## config.mk

```make
export PLATFORM = sky130hd
export DESIGN_NAME = inst_axi_bridge_flat
export DESIGN_NICKNAME = d
export VERILOG_FILES = /design/src/rtl/inst_axi_bridge_if.sv /design/src/rtl/inst_axi_bridge.sv /design/src/flat_wrapper.sv
export SDC_FILE = /design/constraint.sdc
export NUM_CORES = 1
export LEC_CHECK = 0
export ABC_AREA = 1
export BUFFER_PORTS_ARGS = -buffer_cell sky130_fd_sc_hd__buf_2
export CORE_MARGIN = 2
export CORE_UTILIZATION = 40
export CTS_BUF_LIST = sky130_fd_sc_hd__clkbuf_16
export CTS_CLUSTER_DIAMETER = 30
export DETAILED_ROUTE_END_ITERATION = 7
export GPL_TIMING_DRIVEN = 0
export MAX_ROUTING_LAYER = met4
export PLACE_DENSITY = 0.69
export RECOVER_POWER = 50
export SYNTH_ARGS = -nofsm -noshare
export SYNTH_HDL_FRONTEND = slang
export SYNTH_SLANG_ARGS = --single-unit
```

## constraint.sdc

```tcl
create_clock -name clk -period 1.67 [get_ports clk]
set_input_delay 0 -clock clk [delete_from_list [all_inputs] [get_ports clk]]
set_output_delay 0 -clock clk [all_outputs]
set_load 0.05 [all_outputs]
```

## src/rtl/inst_axi_bridge_if.sv

```systemverilog
// -----------------------------------------------------------------------------
// inst_axi_bridge_if
//
// Purpose:
//   Bundles the AXI4 read-address and read-data channels that the instruction
//   fetch bridge uses to talk to the interconnect.
//
// Modports:
//   master - the bridge side: drives arid/araddr/arlen/arsize/arburst/arvalid
//            and rready; samples arready and rid/rdata/rresp/rlast/rvalid.
//   slave  - the interconnect side, the mirror image of master.
//
// Parameters:
//   ID_W - width of arid/rid.
// -----------------------------------------------------------------------------
interface inst_axi_bridge_if #(
   parameter int ID_W = 4
);

   logic [ID_W-1:0] arid;
   logic [31:0]     araddr;
   logic [7:0]      arlen;
   logic [2:0]      arsize;
   logic [1:0]      arburst;
   logic            arvalid;
   logic            arready;

   logic [ID_W-1:0] rid;
   logic [31:0]     rdata;
   logic [1:0]      rresp;
   logic            rlast;
   logic            rvalid;
   logic            rready;

   // The bridge initiates reads, so it owns the address channel and rready.
   modport master (
      output arid, araddr, arlen, arsize, arburst, arvalid, rready,
      input  arready, rid, rdata, rresp, rlast, rvalid
   );

   // The interconnect answers reads, so it owns arready and the data channel.
   modport slave (
      input  arid, araddr, arlen, arsize, arburst, arvalid, rready,
      output arready, rid, rdata, rresp, rlast, rvalid
   );

endinterface

```

## src/rtl/inst_axi_bridge.sv

```systemverilog
// -----------------------------------------------------------------------------
// inst_axi_bridge
//
// Purpose:
//   Converts fetch-stage instruction requests (enable + PC) into single-beat
//   AXI4 reads, returns the word to decode, stalls fetch until the word for
//   the current PC is available, and keeps the last word so a held PC does
//   not cause a re-fetch.
//
// Ports:
//   clk, resetn    - clock; synchronous active-low reset.
//   inst_req_en    - fetch request enable.
//   inst_req_addr  - virtual PC, stable while inst_stall is high.
//   flush          - exception/eret flush; throws away in-flight/held data.
//   inst_rdata     - held instruction word, meaningful when inst_hit is high.
//   inst_hit       - inst_rdata belongs to the current request.
//   inst_stall     - stall request to the hazard unit.
//   inst_bus_err   - the held word returned with a non-OKAY response.
//   axi            - AXI4 read channels (master modport).
//
// Build option:
//   INST_BRIDGE_ADDR_MAP_EN - when defined, araddr carries the MIPS fixed-map
//   physical address (kseg0/kseg1 fold to the low 512 MB); otherwise araddr
//   is the virtual PC unchanged.
// -----------------------------------------------------------------------------
module inst_axi_bridge #(
   parameter int ID_W   = 4,
   parameter int AXI_ID = 0
) (
   input  logic                clk,
   input  logic                resetn,
   input  logic                inst_req_en,
   input  logic [31:0]         inst_req_addr,
   input  logic                flush,
   output logic [31:0]         inst_rdata,
   output logic                inst_hit,
   output logic                inst_stall,
   output logic                inst_bus_err,
   inst_axi_bridge_if.master   axi
);

   typedef enum logic [1:0] {
      IDLE = 2'd0,
      AR   = 2'd1,
      R    = 2'd2
   } state_t;

   state_t      state_q, state_d;
   logic [31:0] reqAddr_q, reqAddr_d;
   logic        arvalid_q, arvalid_d;
   logic        rready_q, rready_d;
   logic        holdValid_q, holdValid_d;
   logic [31:0] holdAddr_q, holdAddr_d;
   logic [31:0] holdData_q, holdData_d;
   logic        holdErr_q, holdErr_d;
   logic        discard_q, discard_d;
   logic        hit;
   logic        unusedAxiInputs;

   // A hit is only reported from IDLE so that a stale held word can never be
   // presented while a replacement fetch for the same PC is still in flight.
   assign hit = inst_req_en & holdValid_q & (holdAddr_q == inst_req_addr)
                & (state_q == IDLE) & ~flush;

   assign inst_hit     = hit;
   assign inst_stall   = inst_req_en & ~hit & ~flush;
   assign inst_rdata   = holdData_q;
   assign inst_bus_err = holdErr_q;

   // Fixed AXI attributes: one 32-bit incrementing beat with a constant ID.
   assign axi.arid    = ID_W'(AXI_ID);
   assign axi.arlen   = 8'd0;
   assign axi.arsize  = 3'b010;
   assign axi.arburst = 2'b01;
   assign axi.arvalid = arvalid_q;
   assign axi.rready  = rready_q;

   // Only one beat is ever requested and responses are not ID-checked, so
   // rid and rlast carry no information the bridge needs.
   assign unusedAxiInputs = ^{axi.rid, axi.rlast};

   // Physical address translation. kseg0 and kseg1 both alias the low 512 MB,
   // which is just a matter of clearing the top three bits.
`ifdef INST_BRIDGE_ADDR_MAP_EN
   assign axi.araddr = (reqAddr_q[31:30] == 2'b10) ? {3'b000, reqAddr_q[28:0]}
                                                   : reqAddr_q;
`else
   assign axi.araddr = reqAddr_q;
`endif

   // State and holding registers. Reset abandons any transaction outright,
   // which is safe because the interconnect shares the same reset.
   always_ff @(posedge clk) begin
      if (!resetn) begin
         state_q     <= IDLE;
         reqAddr_q   <= 32'd0;
         arvalid_q   <= 1'b0;
         rready_q    <= 1'b0;
         holdValid_q <= 1'b0;
         holdAddr_q  <= 32'd0;
         holdData_q  <= 32'd0;
         holdErr_q   <= 1'b0;
         discard_q   <= 1'b0;
      end else begin
         state_q     <= state_d;
         reqAddr_q   <= reqAddr_d;
         arvalid_q   <= arvalid_d;
         rready_q    <= rready_d;
         holdValid_q <= holdValid_d;
         holdAddr_q  <= holdAddr_d;
         holdData_q  <= holdData_d;
         holdErr_q   <= holdErr_d;
         discard_q   <= discard_d;
      end
   end

   // Next-state logic. A flush during AR cannot retract arvalid once raised,
   // so the transaction is allowed to finish and its data is thrown away via
   // the discard flag. A flush always wins over a new request in IDLE; the
   // fetch stage re-presents the PC the following cycle.
   always_comb begin
      state_d     = state_q;
      reqAddr_d   = reqAddr_q;
      arvalid_d   = arvalid_q;
      rready_d    = rready_q;
      holdValid_d = holdValid_q;
      holdAddr_d  = holdAddr_q;
      holdData_d  = holdData_q;
      holdErr_d   = holdErr_q;
      discard_d   = discard_q;

      case (state_q)
         IDLE: begin
            if (inst_req_en & ~hit & ~flush) begin
               reqAddr_d = inst_req_addr;
               arvalid_d = 1'b1;
               state_d   = AR;
            end
         end
         AR: begin
            if (flush) begin
               discard_d = 1'b1;
            end
            if (axi.arready) begin
               arvalid_d = 1'b0;
               rready_d  = 1'b1;
               state_d   = R;
            end
         end
         R: begin
            if (axi.rvalid & rready_q) begin
               rready_d  = 1'b0;
               state_d   = IDLE;
               discard_d = 1'b0;
               if (~discard_q & ~flush) begin
                  holdData_d  = axi.rdata;
                  holdAddr_d  = reqAddr_q;
                  holdErr_d   = (axi.rresp != 2'b00);
                  holdValid_d = 1'b1;
               end
            end else if (flush) begin
               discard_d = 1'b1;
            end
         end
         default: begin
            state_d = IDLE;
         end
      endcase

      if (flush) begin
         holdValid_d = 1'b0;
      end
   end

endmodule
```

## src/flat_wrapper.sv

```systemverilog
// flat-port wrapper written by rule: the top's interface ports become plain ports
module inst_axi_bridge_flat 
#(
   parameter int ID_W   = 4,
   parameter int AXI_ID = 0
)
  (clk, resetn, inst_req_en, inst_req_addr, flush, inst_rdata, inst_hit, inst_stall, inst_bus_err, axi_arid, axi_araddr, axi_arlen, axi_arsize, axi_arburst, axi_arvalid, axi_rready, axi_arready, axi_rid, axi_rdata, axi_rresp, axi_rlast, axi_rvalid);
  inst_axi_bridge_if #(.ID_W(ID_W)) axi_i ();
  input  logic clk;
  input  logic resetn;
  input  logic inst_req_en;
  input  logic [31:0] inst_req_addr;
  input  logic flush;
  output logic [31:0] inst_rdata;
  output logic inst_hit;
  output logic inst_stall;
  output logic inst_bus_err;
  output wire logic [$bits(axi_i.arid)-1:0] axi_arid;
  output wire logic [$bits(axi_i.araddr)-1:0] axi_araddr;
  output wire logic [$bits(axi_i.arlen)-1:0] axi_arlen;
  output wire logic [$bits(axi_i.arsize)-1:0] axi_arsize;
  output wire logic [$bits(axi_i.arburst)-1:0] axi_arburst;
  output wire logic [$bits(axi_i.arvalid)-1:0] axi_arvalid;
  output wire logic [$bits(axi_i.rready)-1:0] axi_rready;
  input wire logic [$bits(axi_i.arready)-1:0] axi_arready;
  input wire logic [$bits(axi_i.rid)-1:0] axi_rid;
  input wire logic [$bits(axi_i.rdata)-1:0] axi_rdata;
  input wire logic [$bits(axi_i.rresp)-1:0] axi_rresp;
  input wire logic [$bits(axi_i.rlast)-1:0] axi_rlast;
  input wire logic [$bits(axi_i.rvalid)-1:0] axi_rvalid;
  assign axi_arid = axi_i.arid;
  assign axi_araddr = axi_i.araddr;
  assign axi_arlen = axi_i.arlen;
  assign axi_arsize = axi_i.arsize;
  assign axi_arburst = axi_i.arburst;
  assign axi_arvalid = axi_i.arvalid;
  assign axi_rready = axi_i.rready;
  assign axi_i.arready = axi_arready;
  assign axi_i.rid = axi_rid;
  assign axi_i.rdata = axi_rdata;
  assign axi_i.rresp = axi_rresp;
  assign axi_i.rlast = axi_rlast;
  assign axi_i.rvalid = axi_rvalid;
  inst_axi_bridge #(.ID_W(ID_W), .AXI_ID(AXI_ID)) u_core (.clk(clk), .resetn(resetn), .inst_req_en(inst_req_en), .inst_req_addr(inst_req_addr), .flush(flush), .inst_rdata(inst_rdata), .inst_hit(inst_hit), .inst_stall(inst_stall), .inst_bus_err(inst_bus_err), .axi(axi_i));
endmodule
```

# [Word-level counts from Yosys, hierarchy flattened]
# Index checks and enable logic that the tools add are counted.
[op_classes] bitwise=12 mux=13 reduce_logical=10 n_eq_ne=6
[ops] operator="$eq 32x32->1" count=1
[ops] operator="$reduce_and 3->1" count=4
[ops] operator="$and 1x1->1" count=8
[ops] operator="$mux 1" count=6
[ops] operator="$mux 2" count=3
[ops] operator="$pmux 1 s2" count=3
[ops] operator="$pmux 2 s3" count=1
[ops] operator="$reduce_bool 2->1" count=3
[ops] operator="$ne 2x2->1 const B" count=2
[ops] operator="$not 1->1" count=4
[ops] operator="$eq 2x1->1 const B" count=1
[ops] operator="$eq 2x2->1 const B" count=1
[ops] operator="$logic_not 2->1" count=1
[ops] operator="$ne 2x1->1 const B" count=1
[ops] operator="$reduce_and 2->1" count=1
[ops] operator="$reduce_or 2->1" count=1
[totals] elab_cells=50 input_bits=77 reg_bits=103 output_inout_bits=86

# [Longest topological paths before layout]
# Gate-level depths: netlist of the first run.
[depth] ltp_word=9 ltp_mapped=14 mapped_depth_nobuf=13

# [Least setup slack after synthesis of the first run]
# No wires, ideal clock.
[synth_path] path_kind="register to output" startpoint="register u_core.state_q[0]" endpoint="output port inst_hit" t_arrival_ns=2.471 setup_slack_ns=-0.801 required_ns=1.670 path_stages_with_launch=7 cell_sequence="dfxtp_1 -> inv_1 -> ha_1 -> nand3_1 -> nor4_1 -> nand4_1 -> nor4_1"
[synth_between] elab_chain_cells=3
[synth_rtl] element="start: declaration" line="inst_axi_bridge.sv:48" text="state_t state_q, state_d;"
[synth_rtl] element="start signal: assignment" line="inst_axi_bridge.sv:105" text="state_q <= state_d;"
[synth_rtl] element="$logic_not 2->1" line="inst_axi_bridge.sv:63" text="& (state_q == IDLE) & ~flush;"
[synth_rtl] element="$and 1x1->1 (2 in a row)" line="inst_axi_bridge.sv:63"
[synth_rtl] element="end: declaration" line="flat_wrapper.sv:15" text="output logic inst_hit;"
# Every way passes these cells.

# [Worst setup path after layout of the first run]
# Ends and elaborated chain as after synthesis.

==> results of run 1 <==
kinds of logic after synthesis:
| family | Yosys count | synth area share, % |
|---|---|---|
| and+or+nand+nor | 289 | 26.5 |
| AOI/OAI and AO/OA | 135 | 14.7 |
| DFF | 103 | 44.0 |
| buffers and inverters | 97 | 10.8 |
| xor gates and xnor gates | 15 | 2.80 |
| adders and majority gates | 4 | 1.07 |
| other | 2 | 0.160 |
power groups by stage:
stage          registers, uW  logic (uW)  clock network, uW
5_1_grt                 2600        1230               2160
3_3_place_gp            2640         925                  0
6_report                2600        1160               2050
4_1_cts                 2590        1090               2080
3_5_place_dp            2640         930                  0
2_1_floorplan           2870         424                  0
synthesized netlist by cell type (all sizes together) (4+ instances only):
cell type	count	area, um2
nand2	75	294
xor2	7	61.3
nand3	9	50.1
xnor2	8	70.1
a21oi	23	119
ha	4	50.1
or2	4	25.0
clkbuf	22	82.6
nor4	7	43.8
o21ai	109	546
dfxtp	103	2060
inv	50	195
nor2	190	802
buf	25	229
sequential cells by signal (all words and copies together), names as in the netlist:
register,count
u_core.discard_q,1
u_core.axi.rready,1
u_core.axi.arvalid,1
u_core.holdAddr_q,32
u_core.holdValid_q,1
u_core.state_q,2
u_core.inst_rdata,32
u_core.inst_bus_err,1
u_core.axi.araddr,32
critical path, delay by kind of cell (launching register included):
family	cells	cell delay [ns]
adders and majority gates	1	0.16
buffers and inverters	2	0.30
DFF	1	0.33
and+or+nand+nor	4	0.69
through the flow:
stage	setup WS, ns	setup TNS (ns)	std cells	total power, uW	instance area [um2]
2_1_floorplan	0.0442	0	660	3300	4760
5_1_grt	-0.254	-8.10	1047	6000	7190
6_report	-0.162	-2.85	1047	5810	7190
3_5_place_dp	-0.486	-26.43	942	3580	5640
4_1_cts	-0.129	-0.160	1030	5760	6780
3_3_place_gp	-0.471	-25.59	942	3570	5640
per-layer routing:
layer | vias up | global-route usage, % | part of all wire, %
met4 | 0 | 5.12 | 1.2
met1 | 2283 | 29.8 | 44
met5 | - | - | 0
met2 | 190 | 39.0 | 48
met3 | 18 | 5.24 | 7.0
li1 | 2524 | - | -
worst min path at each step:
| stage | from | endpoint | slack, ns |
|---|---|---|---|
| global placement | axi_rdata[25] | u_core.inst_rdata[25] | 0.22 |
| CTS | flush | u_core.discard_q | 0.10 |
| finish | flush | u_core.discard_q | 0.12 |
| global route | flush | u_core.discard_q | 0.15 |
| floorplan | flush | u_core.holdValid_q | 0.07 |
| detailed placement | axi_rdata[20] | u_core.inst_rdata[20] | 0.23 |
layout make-up:
class                   instances  area [um2]  share of cell area [%]
repair buffers                228        1650                    23.0
inverters                      50         205                    2.85
flip-flops and latches        103        2080                    28.9
clock inverters                 7        56.3                   0.783
repair inverters                1        6.26                  0.0870
well taps                     143         179                    2.49
clock buffers                   9         225                    3.13
multi-input cells             460        2380                    33.2
plain buffers                  46         404                    5.62
timing repair:
action                                  4_1_cts  5_1_grt
hold buffers                                 67        0
endpoints found under the setup margin      103      103
setup buffers                                 5        9
resized for setup                            63       84
pin swaps                                    16       10
hold endpoints to repair                     66        0
cloned                                        0        9
==> results.sh, run 1 <==
export IMPL_outcome="complete, but fails checks"
export IMPL_violations="negative setup slack"
export IMPL_slew_violations=0
export IMPL_max_freq_mhz=546
export IMPL_start_util_pct=41.1
export IMPL_cts_tree="yes"
export IMPL_power_density_nw_per_um2=808
export IMPL_fin_crit_ns=1.83
export IMPL_grt_antenna_before_repair=0
export IMPL_grt_max_degree=16
export IMPL_internal_power_uw=4100
export IMPL_avgSynthCellArea_um2=7.27
export IMPL_synth_cell_type_count=33
export IMPL_post_route_period_util_pct=110
export IMPL_crit_slowest_cell="dfxtp_2"
export IMPL_hold_path_class="primary input to flop"
export IMPL_grt_pass1_vias=4696
export IMPL_drtIter0Drc=228
export IMPL_ios=163
export IMPL_seq_area_frac_synth_pct=44.0
export IMPL_worstPathArrival_ns=1.83
export IMPL_final_common_cell="nor2_1"
export IMPL_cts_buffer_depth=2
export IMPL_ant_nets=0
export IMPL_grt_usage_pct=23.6
export IMPL_drc=0
export IMPL_netlist_area_um2=4690
export IMPL_p_seq_share_pct=44.7
export IMPL_r2r_start="u_core.holdAddr_q[7]"
export IMPL_end_kind="output pin"
export IMPL_hpwl_um=9930
export IMPL_path_cells="inv_2 > ha_4 > nand3_2 > nor4_2 > nand4_1 > nor4_4 > buf_6"
export IMPL_wl_per_cell_um=14.6
export IMPL_synthCells=645
export IMPL_r2r_slack_ns=-0.11
export IMPL_finalNetCount=980
export IMPL_hold_depth=5
export IMPL_grt_pass1_wl_um=23000
export IMPL_place_gp_congestion=0.909
export IMPL_detail_route_wirelength_um=15300
export IMPL_hold_viol=0
export IMPL_die_y_um=112
export IMPL_via_per_inst=4.79
export IMPL_layout_setup_ws_ns=-0.162
export IMPL_r2r_cells=12
export IMPL_mostFrequentLayoutCells="149 x nor2_1, 92 x dfxtp_1, 74 x buf_2"
export IMPL_vdd_ir_drop_worst_mv=0.814
export IMPL_cts_buffers=9
export IMPL_async_flop_share_pct=0
export IMPL_p_clk_share_pct=35.4
export IMPL_critPathRequiredTime_ns=1.67
export IMPL_synth_seq_cells=103
export IMPL_slew_headroom_pct=56.9
export IMPL_timing_setup_critical_path_class="flop to output pin"
export IMPL_route_vias_total=5015
export IMPL_crit_start="u_core.state_q[0]"
export IMPL_h_tree_depth=3
export IMPL_p_leak_uw=0.00329
export IMPL_critPathCapture="inst_hit"
export IMPL_drive_gt1_share_pct=26.8
export IMPL_clk_latency_ns=0.35
export IMPL_ys_flop_type="dfxtp_1"
export IMPL_gr_total_overflow=0
export IMPL_cp_start_kind="flop"
export IMPL_p_sw_share_pct=29.4
export IMPL_power_frac_comb_pct=19.9
export IMPL_critPathMaxFanout=3
export IMPL_whs_ns=0.118
export IMPL_cts_sinks=103
export IMPL_rows=39
export IMPL_dieWidth_um=112
export IMPL_power_switching_uw=1710
export IMPL_clk_pin_slew_ns=0.07
export IMPL_synth_edf_count=0
export IMPL_nFillCells=1056
export IMPL_reg2reg_to="u_core.axi.araddr[20]"
export IMPL_maxCapViolations=0
export IMPL_dr_pass1_iters=4
export IMPL_clock_skew_ns=0.00895
export IMPL_ys_warnings_count=0
export IMPL_n_antenna_cell=0
export IMPL_worstMarginPinSlew_ns=0.649
export IMPL_rsz0062_at_grt="true"
export IMPL_postLayoutCoreUtil_pct=63.0
export IMPL_synthToLayoutAreaGrowth_pct=53.2
export IMPL_cts_root_buf="clkbuf_16"
export IMPL_core_um2=11400
export IMPL_setup_viol=32
export IMPL_fp_dieArea_um2=12600
export IMPL_max_stage_delay_ns=0.33
export IMPL_io_buffer_count=139
Power figures use the tool's default switching activity.
==> inputs of run 2 (changes only) <==
--- a/config.mk
+++ b/config.mk
@@ -14,7 +14,7 @@
 export DETAILED_ROUTE_END_ITERATION = 7
 export GPL_TIMING_DRIVEN = 0
 export MAX_ROUTING_LAYER = met4
-export PLACE_DENSITY = 0.69
+export PLACE_DENSITY = 0.66
 export RECOVER_POWER = 50
 export SYNTH_ARGS = -nofsm -noshare
 export SYNTH_HDL_FRONTEND = slang
==> constraint.sdc (replaced) <==
create_clock -name clk -period 2.25 [get_ports clk]
set_input_delay 0 -clock clk [delete_from_list [all_inputs] [get_ports clk]]
set_output_delay 0 -clock clk [all_outputs]
set_load 0.05 [all_outputs]
==> results.sh, run 2 (synthesis results as in run 1) <==
export IMPL_outcome="completed"
export IMPL_cts_tree="yes"
export IMPL_hp_start="axi_rvalid"
export IMPL_place_ws_ns=0.0656
export IMPL_detail_route_wirelength_um=14200
export IMPL_layout_setup_ws_ns=0.139
export IMPL_h_tree_depth=3
export IMPL_power_frac_comb_pct=18.1
export IMPL_path_cells="inv_1 > ha_1 > nand3_1 > nor4_1 > nand4_1 > nor4_2 > buf_4"
export IMPL_grt_pass1_wl_um=23000
export IMPL_dieWidth_um=112
export IMPL_clock_skew_ns=0.00789
export IMPL_dp_cells=942
export IMPL_gr_total_overflow=0
export IMPL_worstMarginPinSlew_ns=0.655
export IMPL_cts_setup_buffers=0
export IMPL_n_antenna_cell=0
export IMPL_finalNetCount=958
export IMPL_drtIter0Drc=245
export IMPL_vdd_ir_drop_worst_mv=0.448
export IMPL_start_util_pct=41.1
export IMPL_reg2reg_to="u_core.axi.araddr[17]"
export IMPL_power_switching_uw=1220
export IMPL_grt_antenna_before_repair=0
export IMPL_mostFrequentLayoutCells="160 x nor2_1, 103 x dfxtp_1, 93 x o21ai_0"
export IMPL_place_gp_congestion=0.934
export IMPL_cts_root_buf="clkbuf_16"
export IMPL_worstPathArrival_ns=2.11
export IMPL_fin_crit_ns=2.11
export IMPL_tns_ns=0
export IMPL_holdPathEnd="u_core.discard_q"
export IMPL_timing_setup_critical_path_class="flop to output pin"
export IMPL_setup_viol=0
export IMPL_grt_max_degree=16
export IMPL_stdcell_count=1025
export IMPL_grt_pass1_vias=4767
export IMPL_core_um2=11400
export IMPL_cts_buffer_depth=2
export IMPL_hold_depth=6
export IMPL_end_kind="output pin"
export IMPL_ant_nets=0
export IMPL_cp_start_kind="flop"
export IMPL_ios=163
export IMPL_r2r_start="u_core.state_q[1]"
export IMPL_power_density_nw_per_um2=650
export IMPL_rows=39
export IMPL_cts_sinks=103
export IMPL_clk_latency_ns=0.35
export IMPL_r2r_slack_ns=0.14
export IMPL_p_seq_share_pct=45.8
export IMPL_cts_buffers=9
export IMPL_route_vias_total=4875
export IMPL_slew_violations=0
export IMPL_r2r_cells=13
export IMPL_via_per_inst=4.76
export IMPL_drc=0
export IMPL_final_common_cell="nor2_1"
export IMPL_grt_usage_pct=23.5
export IMPL_die_y_um=112
export IMPL_dr_pass1_iters=5
export IMPL_p_leak_uw=0.00297
export IMPL_clk_pin_slew_ns=0.07
export IMPL_fp_dieArea_um2=12600
export IMPL_wl_per_cell_um=13.9
export IMPL_rsz0062_at_grt="false"
export IMPL_p_sw_share_pct=29.0
export IMPL_synthToLayoutAreaGrowth_pct=37.8
export IMPL_maxCapViolations=0
export IMPL_p_clk_share_pct=36.1
export IMPL_critPathMaxFanout=4
export IMPL_hold_viol=0
export IMPL_io_buffer_count=139
export IMPL_slew_headroom_pct=56.5
export IMPL_hpwl_um=10300
export IMPL_post_route_period_util_pct=93.8
export IMPL_critPathRequiredTime_ns=2.25
export IMPL_drive_gt1_share_pct=16.7
export IMPL_p_total_uw=4200
export IMPL_internal_power_uw=2980
export IMPL_max_freq_mhz=474
export IMPL_crit_slowest_cell="dfxtp_1"
export IMPL_max_stage_delay_ns=0.33
export IMPL_hold_path_class="primary input to flop"
run 2: worst max path at each step:
| stage | end | start | cells after the start | slack [ns] |
|---|---|---|---|---|
| final | inst_hit | u_core.state_q[1] | 7 | 0.14 |
| after floorplan | inst_hit | u_core.state_q[0] | 6 | 0.35 |
| after CTS | u_core.holdAddr_q[5] | u_core.state_q[0] | 10 | 0.04 |
| after detailed placement | u_core.holdAddr_q[12] | u_core.state_q[0] | 10 | 0.07 |
| after global placement | u_core.holdAddr_q[12] | u_core.state_q[0] | 10 | 0.14 |
| after global routing | u_core.axi.araddr[17] | u_core.state_q[1] | 13 | 0.002 |
run 2: metal layers:
| metal | GRT usage (%) | wire, um |
|---|---|---|
| met4 | 7.56 | 296 |
| met2 | 38.3 | 6610 |
| met1 | 28.4 | 6310 |
| met5 | - | 0 |
| met3 | 6.26 | 998 |
run 2: worst max-delay path: cells and delay by family (launching register included):
family	cells	cell delay [ns]
fa+ha+maj	1	0.26
buf+inv	2	0.37
flops	1	0.33
simple gates	4	0.80
run 2: per-stage QoR:
stage / utilization [%] / instance area [um2] / hold WS [ns]
finish: 56.6 / 6460 / 0.102
global route: 56.6 / 6460 / 0.169
CTS: 57.6 / 6580 / 0.0864
detailed placement: 49.3 / 5630 / 0.227
global placement: 49.3 / 5630 / 0.222
floorplan: - / 4750 / 0.0724
run 2: layout make-up:
type,count,area (um2)
timing repair buffer,206,1280
buffer,47,284
fill,1075,4950
tap,143,179
multi-input combinational,460,2180
clock buffer,9,225
clock inverter,7,57.6
sequential,103,2060
inverter,50,195
run 2: power by group through the flow:
stage	clock [uW]	combinational (uW)	sequential (uW)
5_1_grt	1620	821	1930
4_1_cts	1550	782	1920
3_3_place_gp	0	683	1960
2_1_floorplan	0	314	2130
3_5_place_dp	0	690	1960
6_report	1510	761	1920
run 2: timing repair:
item,in CTS,in global routing
resized for setup,0,3
endpoints found under the setup margin,0,36
endpoints found under the hold margin,66,0
hold buffers,67,0
==> inputs of run 3 (changes only) <==
--- a/config.mk
+++ b/config.mk
@@ -13,7 +13,6 @@
 export CTS_CLUSTER_DIAMETER = 30
 export DETAILED_ROUTE_END_ITERATION = 7
 export GPL_TIMING_DRIVEN = 0
-export MAX_ROUTING_LAYER = met4
 export PLACE_DENSITY = 0.66
 export RECOVER_POWER = 50
 export SYNTH_ARGS = -nofsm -noshare
==> results.sh, run 3 (synthesis results as in run 1) <==
export IMPL_slew_violations=0
export IMPL_crit_slowest_cell="nor2_2"
export IMPL_cts_root_buf="clkbuf_16"
export IMPL_grt_max_degree=16
export IMPL_r2r_cells=13
export IMPL_final_common_cell="nor2_1"
export IMPL_grt_usage_pct=23.4
export IMPL_wl_per_cell_um=14.0
export IMPL_dr_pass1_iters=5
export IMPL_clock_skew_ns=0.00692
export IMPL_max_stage_delay_ns=0.43
export IMPL_clk_pin_slew_ns=0.07
export IMPL_vdd_ir_drop_worst_mv=0.559
export IMPL_holdPathEnd="u_core.discard_q"
export IMPL_drtIter0Drc=276
export IMPL_synthToLayoutAreaGrowth_pct=37.1
export IMPL_cp_top_family="simple AND/OR/NAND/NOR gates"
export IMPL_hold_viol=0
export IMPL_drc=0
export IMPL_tns_ns=0
export IMPL_n_antenna_cell=0
export IMPL_post_route_period_util_pct=94.7
export IMPL_postLayoutCoreUtil_pct=56.3
export IMPL_cp_common_cell="nor2_1"
export IMPL_setup_viol=0
export IMPL_place_gp_congestion=0.919
export IMPL_dieWidth_um=112
export IMPL_critical_path_buf_inv_count=3
export IMPL_timing_setup_critical_path_class="flop to flop"
export IMPL_finalNetCount=958
export IMPL_slew_headroom_pct=55.0
export IMPL_core_um2=11400
export IMPL_seq_area_um2=2060
export IMPL_p_total_uw=4090
export IMPL_ant_nets=0
export IMPL_maxCapViolations=0
export IMPL_worstMarginPinSlew_ns=0.677
export IMPL_power_density_nw_per_um2=635
export IMPL_h_tree_depth=3
export IMPL_outcome="completed"
export IMPL_cts_setup_buffers=0
export IMPL_io_buffer_count=139
export IMPL_nFillCells=1137
export IMPL_r2r_slack_ns=0.12
export IMPL_rsz0062_at_grt="false"
export IMPL_critPathRequiredTime_ns=2.49
export IMPL_path_cells="inv_1 > ha_1 > nand3_1 > nor2_1 > nand2_1 > nor2_2 > nand3_2 > nand2_4 > nor2_2 > inv_8 > buf_4 > nor2_1 > nor2_1"
export IMPL_via_per_inst=4.81
export IMPL_route_vias_total=4926
export IMPL_reg2reg_to="u_core.axi.araddr[7]"
export IMPL_hold_path_class="primary input to flop"
export IMPL_clk_latency_ns=0.35
export IMPL_worstPathArrival_ns=2.37
export IMPL_r2r_start="u_core.state_q[0]"
export IMPL_place_ws_ns=0.0300
export IMPL_grt_pass1_vias=4948
export IMPL_layout_setup_ws_ns=0.119
export IMPL_critPathMaxFanout=10
export IMPL_cts_sinks=103
export IMPL_end_kind="flop"
export IMPL_fin_crit_ns=2.13
export IMPL_die_y_um=112
export IMPL_rows=39
export IMPL_drive_gt1_share_pct=16.4
export IMPL_crit_start="u_core.state_q[0]"
export IMPL_multiInputGateArea_um2=2170
export IMPL_gr_total_overflow=0
export IMPL_hp_start="axi_rvalid"
export IMPL_grt_pass1_wl_um=23400
export IMPL_max_freq_mhz=469
export IMPL_cts_buffer_depth=2
export IMPL_fp_dieArea_um2=12600
export IMPL_start_util_pct=41.1
export IMPL_ios=163
export IMPL_hpwl_um=10400
export IMPL_cp_start_kind="flop"
export IMPL_p_leak_uw=0.00296
export IMPL_cts_buffers=9
export IMPL_grt_antenna_before_repair=0
export IMPL_hold_depth=6
export IMPL_cts_tree="yes"
export IMPL_detail_route_wirelength_um=14400
export IMPL_mostFrequentLayoutCells="163 x nor2_1, 103 x dfxtp_1, 89 x clkbuf_1"
## run 3: worst max path at each step
stage / end / slack, ns / cells past startpoint
floorplan: inst_hit / 0.35 / 6
global placement: u_core.holdAddr_q[12] / 0.14 / 10
detailed placement: u_core.holdAddr_q[12] / 0.03 / 10
CTS: u_core.holdAddr_q[12] / 0.03 / 10
global route: u_core.axi.araddr[10] / 0.01 / 13
finish: u_core.axi.araddr[7] / 0.12 / 13
## run 3: what timing repair did
| item | CTS | global route |
|---|---|---|
| setup endpoints to repair | 0 | 51 |
| resized for setup | 0 | 4 |
| hold buffers | 67 | 0 |
| hold endpoints to repair | 66 | 0 |
## run 3: final cells by class
type	instances	share of cell area, %
plain buffers	47	4.38
clock buffers	9	3.50
clock inverters	7	0.506
inverters	50	3.03
multi-input cells	460	33.8
flip-flops and latches	103	32.1
well taps	143	2.78
repair buffers	206	20.0
## run 3: worst min-delay path, stage by stage
cell and delay (ns):
buf_2 0.07, nand2_1 0.06, nor2_1 0.11, inv_1 0.08
nand2_1 0.06, a21oi_1 0.05
## run 3: report_power, final
part | internal [uW] | leakage (uW) | total (uW) | switching [uW]
clock | 731 | 0.000133 | 1400 | 672
sequential | 1880 | 0.000836 | 1930 | 46.3
combinational | 256 | 0.00199 | 757 | 501
total | 2870 | 0.00296 | 4090 | 1220
## run 3: layer usage
| layer | up-vias | GRT usage [%] | wire [um] |
|---|---|---|---|
| li1 | 2473 | - | - |
| met1 | 2229 | 27.9 | 6330 |
| met2 | 201 | 39.6 | 6620 |
| met3 | 23 | 5.78 | 1090 |
| met4 | 0 | 10.9 | 342 |
| met5 | - | 0 | 0 |
## run 3: metrics by stage
step / instance area (um2) / hold slack (ns) / std cells
after global placement: 5630 / 0.222 / 942
final: 6430 / 0.134 / 1025
after CTS: 6560 / 0.104 / 1025
after floorplan: 4750 / 0.0724 / 660
after global routing: 6430 / 0.168 / 1025
after detailed placement: 5630 / 0.227 / 942
